[src/rtl/uca_pkg.sv]
// Shared encodings for the ALU-control sequencer: aluc classes, R-type func codes,
// 4-bit ALU op codes and the sequencer state enum.
package uca_pkg;

  localparam logic [2:0] ALUC_ADD   = 3'b000;
  localparam logic [2:0] ALUC_SUB   = 3'b001;
  localparam logic [2:0] ALUC_RTYPE = 3'b010;
  localparam logic [2:0] ALUC_AND   = 3'b011;
  localparam logic [2:0] ALUC_OR    = 3'b100;
  localparam logic [2:0] ALUC_SLT   = 3'b101;
  localparam logic [2:0] ALUC_NEQ   = 3'b110;
  localparam logic [2:0] ALUC_ILL   = 3'b111;

  localparam logic [5:0] FN_ADD = 6'b100000;
  localparam logic [5:0] FN_SUB = 6'b100010;
  localparam logic [5:0] FN_MUL = 6'b011000;
  localparam logic [5:0] FN_DIV = 6'b011010;
  localparam logic [5:0] FN_SLT = 6'b101010;
  localparam logic [5:0] FN_AND = 6'b100100;
  localparam logic [5:0] FN_OR  = 6'b100101;
  localparam logic [5:0] FN_XOR = 6'b100110;

  localparam logic [3:0] OP_AND = 4'b0000;
  localparam logic [3:0] OP_OR  = 4'b0001;
  localparam logic [3:0] OP_XOR = 4'b0011;
  localparam logic [3:0] OP_ADD = 4'b0100;
  localparam logic [3:0] OP_SUB = 4'b0101;
  localparam logic [3:0] OP_MUL = 4'b0110;
  localparam logic [3:0] OP_DIV = 4'b0111;
  localparam logic [3:0] OP_SLT = 4'b1000;
  localparam logic [3:0] OP_NEQ = 4'b1001;

  typedef enum logic {
    ST_IDLE = 1'b0,
    ST_BUSY = 1'b1
  } state_t;

  // Counter must hold the largest latency value, so size it for max(lat)+1 codes.
  function automatic int cnt_width(input int mul_lat, input int div_lat);
    int m;
    m = (mul_lat > div_lat) ? mul_lat : div_lat;
    return $clog2(m + 1);
  endfunction

endpackage

[src/rtl/uca_dec.sv]
// Combinational aluc/func decoder for uca_seq.
// Optional macro UCA_SEQ_XOR_EN enables R-type func 100110 as xor.
module uca_dec
  import uca_pkg::*;
(
  input  logic [2:0] aluc,
  input  logic [5:0] func,
  output logic [3:0] op,
  output logic       is_multi,
  output logic       is_mul,
  output logic       is_illegal
);

  always_comb begin
    op         = OP_AND;
    is_multi   = 1'b0;
    is_mul     = 1'b0;
    is_illegal = 1'b0;
    case (aluc)
      ALUC_ADD: op = OP_ADD;
      ALUC_SUB: op = OP_SUB;
      ALUC_AND: op = OP_AND;
      ALUC_OR:  op = OP_OR;
      ALUC_SLT: op = OP_SLT;
      ALUC_NEQ: op = OP_NEQ;
      ALUC_RTYPE: begin
        case (func)
          FN_ADD: op = OP_ADD;
          FN_SUB: op = OP_SUB;
          FN_MUL: begin
            op       = OP_MUL;
            is_multi = 1'b1;
            is_mul   = 1'b1;
          end
          FN_DIV: begin
            op       = OP_DIV;
            is_multi = 1'b1;
          end
          FN_SLT: op = OP_SLT;
          FN_AND: op = OP_AND;
          FN_OR:  op = OP_OR;
`ifdef UCA_SEQ_XOR_EN
          FN_XOR: op = OP_XOR;
`endif
          default: is_illegal = 1'b1;
        endcase
      end
      default: is_illegal = 1'b1;
    endcase
  end

endmodule

[src/rtl/uca_seq.sv]
// ALU-control sequencer: decodes aluc/func, registers alu_op and stalls for multi-cycle mul/div.
// Optional macro UCA_SEQ_XOR_EN (handled in uca_dec) adds single-cycle xor.
//
// state   | meaning
// IDLE    | ready_out=1, accepts a request every cycle
// BUSY    | mul/div in flight, counter running down, inputs ignored, stall=1
module uca_seq
  import uca_pkg::*;
#(
  parameter int OP_W    = 4,
  parameter int MUL_LAT = 4,
  parameter int DIV_LAT = 8
) (
  input  logic            clk,
  input  logic            rst_n,
  input  logic            valid_in,
  input  logic [2:0]      aluc,
  input  logic [5:0]      func,
  output logic            ready_out,
  output logic [OP_W-1:0] alu_op,
  output logic            op_valid,
  output logic            stall,
  output logic            illegal
);

  localparam int CNT_W = cnt_width(MUL_LAT, DIV_LAT);
  localparam logic [CNT_W-1:0] MUL_LD = CNT_W'(MUL_LAT - 1);
  localparam logic [CNT_W-1:0] DIV_LD = CNT_W'(DIV_LAT - 1);

  state_t           state_q, state_d;
  logic [CNT_W-1:0] cnt_q, cnt_d;
  logic [3:0]       op_q, op_d;
  logic             op_valid_q, op_valid_d;
  logic             illegal_q, illegal_d;

  logic [3:0]       dec_op;
  logic             dec_multi, dec_mul, dec_ill;
  logic [CNT_W-1:0] lat_ld;

  uca_dec u_dec (
    .aluc       (aluc),
    .func       (func),
    .op         (dec_op),
    .is_multi   (dec_multi),
    .is_mul     (dec_mul),
    .is_illegal (dec_ill)
  );

  assign lat_ld = dec_mul ? MUL_LD : DIV_LD;

  always_comb begin
    state_d    = state_q;
    cnt_d      = cnt_q;
    op_d       = op_q;
    op_valid_d = 1'b0;
    illegal_d  = 1'b0;
    case (state_q)
      ST_IDLE: begin
        if (valid_in) begin
          if (dec_ill) begin
            illegal_d = 1'b1;
          end else begin
            op_d = dec_op;
            // A latency of 1 loads zero and is treated as a plain single-cycle op.
            if (dec_multi && (lat_ld != '0)) begin
              state_d = ST_BUSY;
              cnt_d   = lat_ld;
            end else begin
              op_valid_d = 1'b1;
            end
          end
        end
      end
      ST_BUSY: begin
        // Leave on the last busy cycle so op_valid lands together with ready_out.
        if (cnt_q <= CNT_W'(1)) begin
          state_d    = ST_IDLE;
          cnt_d      = '0;
          op_valid_d = 1'b1;
        end else begin
          cnt_d = cnt_q - CNT_W'(1);
        end
      end
      default: begin
        state_d = ST_IDLE;
        cnt_d   = '0;
      end
    endcase
  end

  always_ff @(posedge clk or negedge rst_n) begin
    if (!rst_n) begin
      state_q    <= ST_IDLE;
      cnt_q      <= '0;
      op_q       <= '0;
      op_valid_q <= 1'b0;
      illegal_q  <= 1'b0;
    end else begin
      state_q    <= state_d;
      cnt_q      <= cnt_d;
      op_q       <= op_d;
      op_valid_q <= op_valid_d;
      illegal_q  <= illegal_d;
    end
  end

  assign ready_out = (state_q == ST_IDLE);
  assign stall     = (state_q == ST_BUSY);
  assign alu_op    = OP_W'(op_q);
  assign op_valid  = op_valid_q;
  assign illegal   = illegal_q;

endmodule

[config.mk]
export PLATFORM = sky130hd
export DESIGN_NAME = uca_seq
export DESIGN_NICKNAME = d
export VERILOG_FILES = /design/src/rtl/uca_pkg.sv /design/src/rtl/uca_dec.sv /design/src/rtl/uca_seq.sv
export SDC_FILE = /design/constraint.sdc
export NUM_CORES = 1
export LEC_CHECK = 0
export BUFFER_PORTS_ARGS = -buffer_cell sky130_fd_sc_hd__buf_4
export CORE_AREA = 4 4 41 43
export CTS_CLUSTER_SIZE = 14
export DETAILED_ROUTE_END_ITERATION = 8
export DIE_AREA = 0 0 45 47
export HOLD_SLACK_MARGIN = 0.03
export PLACE_DENSITY = 0.78
export REMOVE_ABC_BUFFERS = 1
export SLEW_MARGIN = 10
export SYNTH_ARGS = -nofsm -noshare
export SYNTH_HDL_FRONTEND = slang
export SYNTH_SLANG_ARGS = --single-unit
[constraint.sdc]
create_clock -name clk -period 4.03 [get_ports clk]
set_input_delay 0.6045 -clock clk [delete_from_list [all_inputs] [get_ports clk]]
set_output_delay 0.6045 -clock clk [all_outputs]
set_load 0.005 [all_outputs]
# Word-level counts from Yosys, hierarchy flattened
# Index checks and enable logic that the tools add are counted.
[op_classes] addsub=1 mul=0 div_mod_pow=0 magnitude_cmp=1 n_eq_ne=16 shifts=0 mux=27 bitwise_logic=2 n_reduce_logical=8
[op_table] op="4-bit one-hot mux with 6 select lines" n=2
[op_table] op="6-bit equality test (second input constant)" n=5
[op_table] op="1-bit 2-to-1 mux" n=16
[op_table] op="4-bit 2-to-1 mux" n=4
[op_table] op="6-bit by 5-bit equality test with 1-bit output (second input constant)" n=2
[op_table] op="3-bit equality test (second input constant)" n=3
[op_table] op="4-bit one-hot mux with 2 select lines" n=1
[op_table] op="7-bit OR reduction" n=1
[op_table] op="3-bit by 2-bit equality test with 1-bit output (second input constant)" n=2
[op_table] op="1-bit one-hot mux with 2 select lines" n=3
[op_table] op="3-bit AND reduction" n=2
[op_table] op="6-bit OR reduction" n=1
[op_table] op="4-bit by 1-bit less-or-equal comparator with 1-bit output (second input constant)" n=1
[op_table] op="2-bit != test (second input constant)" n=2
[op_table] op="4-bit nonzero test" n=1
[op_table] op="4-bit by 1-bit subtractor with 4-bit output (second input constant)" n=1
[op_table] op="3-bit by 1-bit equality test with 1-bit output (second input constant)" n=1
[op_table] op="3-bit zero test" n=1
[op_table] op="3-bit 2-to-1 mux" n=1
[op_table] op="2-bit by 1-bit != test with 1-bit output (second input constant)" n=1
[op_table] op="1-bit inverter" n=2
[op_table] op="2-bit OR reduction" n=1
[op_table] op="1-bit logical AND" n=1
[word_totals] reg_bits=11 latchBits=0 ram_bits=0 mem_bits_ro=0 in_bits=12 out_inout_bits=8 wordCells=60 mem_count=0

# Depth between registers and ports, before layout
[depth] word_depth=10 ltp_mapped=7

# Hierarchy
# A second synthesis with hierarchy kept.
[unflattened] cells_unflattened=74 hier_area_um2=704.4
[modules_own_cells] module="uca_seq" instances=1 cells_each=44 area_each_um2=508.0 seq_area_each_um2=275.3
[modules_own_cells] module="uca_dec" instances=1 cells_each=30 area_each_um2=196.4 seq_area_each_um2=0.0

# Least setup slack after synthesis
# No wires, ideal clock.
[synth_path] path_type="input to register" from="in func[4]" to="reg op_q[0], in the netlist alu_op[0]" setup_time_ns=0.125 t_arrival_ns=2.061 path_slack_ns=1.845 stages=5 n_path_buf=0 cell_sequence="or3b_1 > a211oi_2 > nor4b_2 > a311oi_4 > mux2_2"
[synth_between] elab_chain_cells=6
[synth_lines] element="from (decl)" line_no="uca_seq.sv:18" text="input logic [5:0] func,"
[synth_lines] element="6-bit equality test / 6-bit by 5-bit equality test with 1-bit output (equally long branches)" line_no="uca_dec.sv:27" text="case (func)"
[synth_lines] element="7-bit OR reduction (no line)"
[synth_lines] element="1-bit 2-to-1 mux" line_no="uca_dec.sv:27"
[synth_lines] element="1-bit one-hot mux with 2 select lines" line_no="uca_dec.sv:19" text="case (aluc)"
[synth_lines] element="1-bit inverter (no line)"
[synth_lines] element="3-bit AND reduction (no line)"
[synth_lines] element="to (signal assigned)" line_no="uca_seq.sv:101" text="op_q <= op_d;"
[synth_lines] element="to (decl)" line_no="uca_seq.sv:32" text="logic [3:0] op_q, op_d;"
# Several ways; a longest one is shown, not always the timed one.
# A chain may end at the register's enable or synchronous reset.

# Worst setup path in the final report
[layout_path] from="in func[4]" to="reg op_q[2], in the netlist alu_op[2]"
# Same word-level chain as after synthesis.

==> impl_results.md <==
* Crit path time final at 2.179 ns
* Largest family of logic cells by synthesized area: simple AND/OR/NAND/NOR gates
* First-pass GRT wire length at 2.387 mm
* Worst-case reg-to-reg path depth at 4
* Int Pwr at 0.0001863 W
* WL per Instance at 13.79 um
* Seq/Total Area, Yosys at 40.97%
* Max Fanout on Critical Path at 5
* Final count of hold timing violations at 0
* Clock transition at path regs at 0.07 ns
* Final setup violation count at 0
* DIE AREA at 2115 sq um
* Gr usage total at 15.71%
* Comb power frac at 21.8%
* Cts bufs inserted at 3
* Hold/Removal Path Class: primary input to async pin
* Synth cell types at 27
* Avg Vias per Cell at 5.819
* WS Path Type: primary input to register
* Largest net degree at the start of global routing at 12
* Slew HR at 72.20%
* Layout cells sized above 1 at 35.56%
* Mux cell area share after synthesis at 8.194%
* Pre-antenna DRT Iters at 4
* DR vias at 611
* Number of H-tree levels at 1
* Final Cycle Share at 54.08%
* Number of port buffers at 19
* Worst-margin pin slew at 0.4158 ns
* Gp weighted congestion at 0.7781
* Congestion Overflow GR at 0
* Syn Area/Cell at 9.881 sq um
* Core area at 1301 sq um
* Max_cap viols at 0
* Clk_lat worst skew at 0.26 ns
* CP peak stage delay at 0.41 ns
* Outcome: completed
* Leak pwr at 0.3934 nW
* TritonCTS clock tree: done
* Synth Area in Compound Gates at 19.93%
* Cells after synthesis at 68
* Ys Warns at 0
* Antenna violations before repair at 0
* IR drop worst, VDD at 0.1333 mV
* Antenna cell count at 0
* Yosys reg bits at 11
* Synthesized area at 671.9 sq um
* WP data arrival at 2.33 ns
* Clock sinks at 11
* WL final at 1.448 mm
* Slew Limit Fails at 0
* Simple-gate area share of the yosys netlist at 23.28%
* Chip height at 47 um
* Top Ports at 20
* Vias in the first global route at 582
* Root Buffer: clkbuf_4
* Unrepaired setup endpoints after global routing: no
* Post-CTS setup buffers at 0
* Pwr per Cell Area at 296.1 nW/um^2
* Worst Setup End Kind: register
* Drt initial violations at 26
* # nets final at 105
* Type of origin of the critical path: primary input
* Clock buffer depth at 2
* Net Switching at 0.00006716 W
* Post-CTS Resized at 0
* Switch share at 26.50%
* Xor/xnor share of the synthesized area at 0%
* Dpl hpwl at 1.198 mm
* Flop pwr share at 48.8%
* Fmax at 458.8 MHz
* Post-synthesis adder-cell area fraction at 3.724%
* CP Cell Sequence: buf_4 -> or3b_1 -> a211oi_2 -> nor4b_2 -> a311oi_4 -> mux2_2
* Critical path's slowest cell: a311oi_4
* Hold_buf cts at 0
* Area after DPL at 829.5 sq um
* DRC errors left at 0
* Initial core utilization at 51.63%
* Setup TNS Final at 0 ns
* Rows at 13
* Clk_skew at 0.002909 ns
* Die width at 45 um
* Clock power frac at 29.4%
* Final Instance Area at 855.8 sq um
* ANT nets after route at 0
* Area growth syn-to-layout at 27.37%
* CP required at 4.18 ns
==> routing by layer <==
| layer | global-route usage (%) | share of wire [%] | vias to the layer above |
|---|---|---|---|
| li1 | - | - | 294 |
| met1 | 18.69 | 42 | 285 |
| met2 | 27.12 | 50 | 30 |
| met3 | 2.299 | 6.8 | 2 |
| met4 | 8.772 | 1.6 | 0 |
| met5 | 0 | 0 | - |
==> power by group through the flow <==
stage,Sequential [W],Combinational [W],Clock (W)
6_report,0.000124,0.0000552,0.0000745
5_1_grt,0.000125,0.0000607,0.0000818
4_1_cts,0.000124,0.0000560,0.0000756
3_5_place_dp,0.000126,0.0000559,0
3_3_place_gp,0.000125,0.0000537,0
2_1_floorplan,0.000125,0.0000260,0
==> worst max-delay path, delay by kind of cell <==
kind,cells,cell delay (ns)
AOI/OAI and AO/OA,2,0.70
buffers and inverters,1,0.12
muxes,1,0.39
and+or+nand+nor,2,0.52
==> layout make-up <==
type / count / area [sq um]
fill: 98 / 445.4
multi-input combinational: 50 / 370.4
sequential: 11 / 275.3
timing repair buffer: 19 / 142.6
clock buffer: 4 / 26.28
inverter: 6 / 22.52
tap: 15 / 18.77
==> kinds of logic after synthesis <==
family / after synthesis
compound gates: 18
fa+ha+maj: 2
buf+inv: 7
flops: 11
mux: 5
simple gates: 25
==> stage by stage <==
| step | cells | worst slack, ns | power [W] | utilization (%) | hold WS, ns |
|---|---|---|---|---|---|
| finish | 105 | 1.851 | 0.0002534 | 65.77 | 0.1571 |
| floorplan | 67 | 1.845 | 0.0001515 | - | 0.3089 |
| CTS | 105 | 1.845 | 0.0002553 | 65.77 | 0.1606 |
| detailed placement | 101 | 1.575 | 0.0001817 | 63.75 | 0.4459 |
| global placement | 101 | 1.654 | 0.0001791 | 63.75 | 0.4447 |
| global route | 105 | 1.778 | 0.0002672 | 65.77 | 0.1581 |
==> state kept, by name (all words and copies together) (netlist names) <==
name	count
illegal	1
cnt_q	4
op_valid	1
stall	1
alu_op	4
==> worst paths after layout <==
check,from,endpoint,slack [ns]
min in group clk,alu_op[3]$_DFFE_PN0P_,alu_op[3]$_DFFE_PN0P_,0.51
setup / recovery,func[4],alu_op[2]$_DFFE_PN0P_,1.85
hold reg to reg,alu_op[3]$_DFFE_PN0P_,alu_op[3]$_DFFE_PN0P_,0.51
hold / removal,rst_n,cnt_q[0]$_DFFE_PN0P_,0.16
setup reg to reg,stall$_DFF_PN0_,alu_op[2]$_DFFE_PN0P_,2.42
max in group asynchronous,rst_n,alu_op[0]$_DFFE_PN0P_,3.73
==> cell usage after synthesis <==
library cell,number,share of area [%]
dfrtp_1,11,41
o21ai_0,7,5.2
inv_1,6,3.4
nand2_1,6,3.4
mux2_2,4,6.7
nor2_1,4,2.2
a21oi_1,3,2.2
and4b_2,3,5.0
nor3_1,3,2.2
ha_1,2,3.7
nand2b_1,2,1.9
nor3b_1,2,2.2
a211oi_2,1,1.9
a22o_1,1,1.3
a22oi_1,1,1.1
a311oi_4,1,3.9
a31oi_1,1,0.93
and2_0,1,0.93
clkbuf_1,1,0.56
mux2i_1,1,1.5
nand3_1,1,0.74
nand3b_1,1,1.1
nor4b_2,1,2.2
o211ai_1,1,1.1
o22ai_1,1,0.93
o2bb2ai_1,1,1.3
or3b_1,1,1.3
==> cell usage in the layout, fill, tap and decap left out, drive strengths merged, types with 3 or more instances in the layout <==
cell type	instances
dfrtp	11
o21ai	7
nor2	4
mux2	4
and4b	3
nor3	3
buf	19
clkbuf	4
a21oi	3
inv	6
nand2	6
No activity file was read; power rests on OpenSTA's default activity.
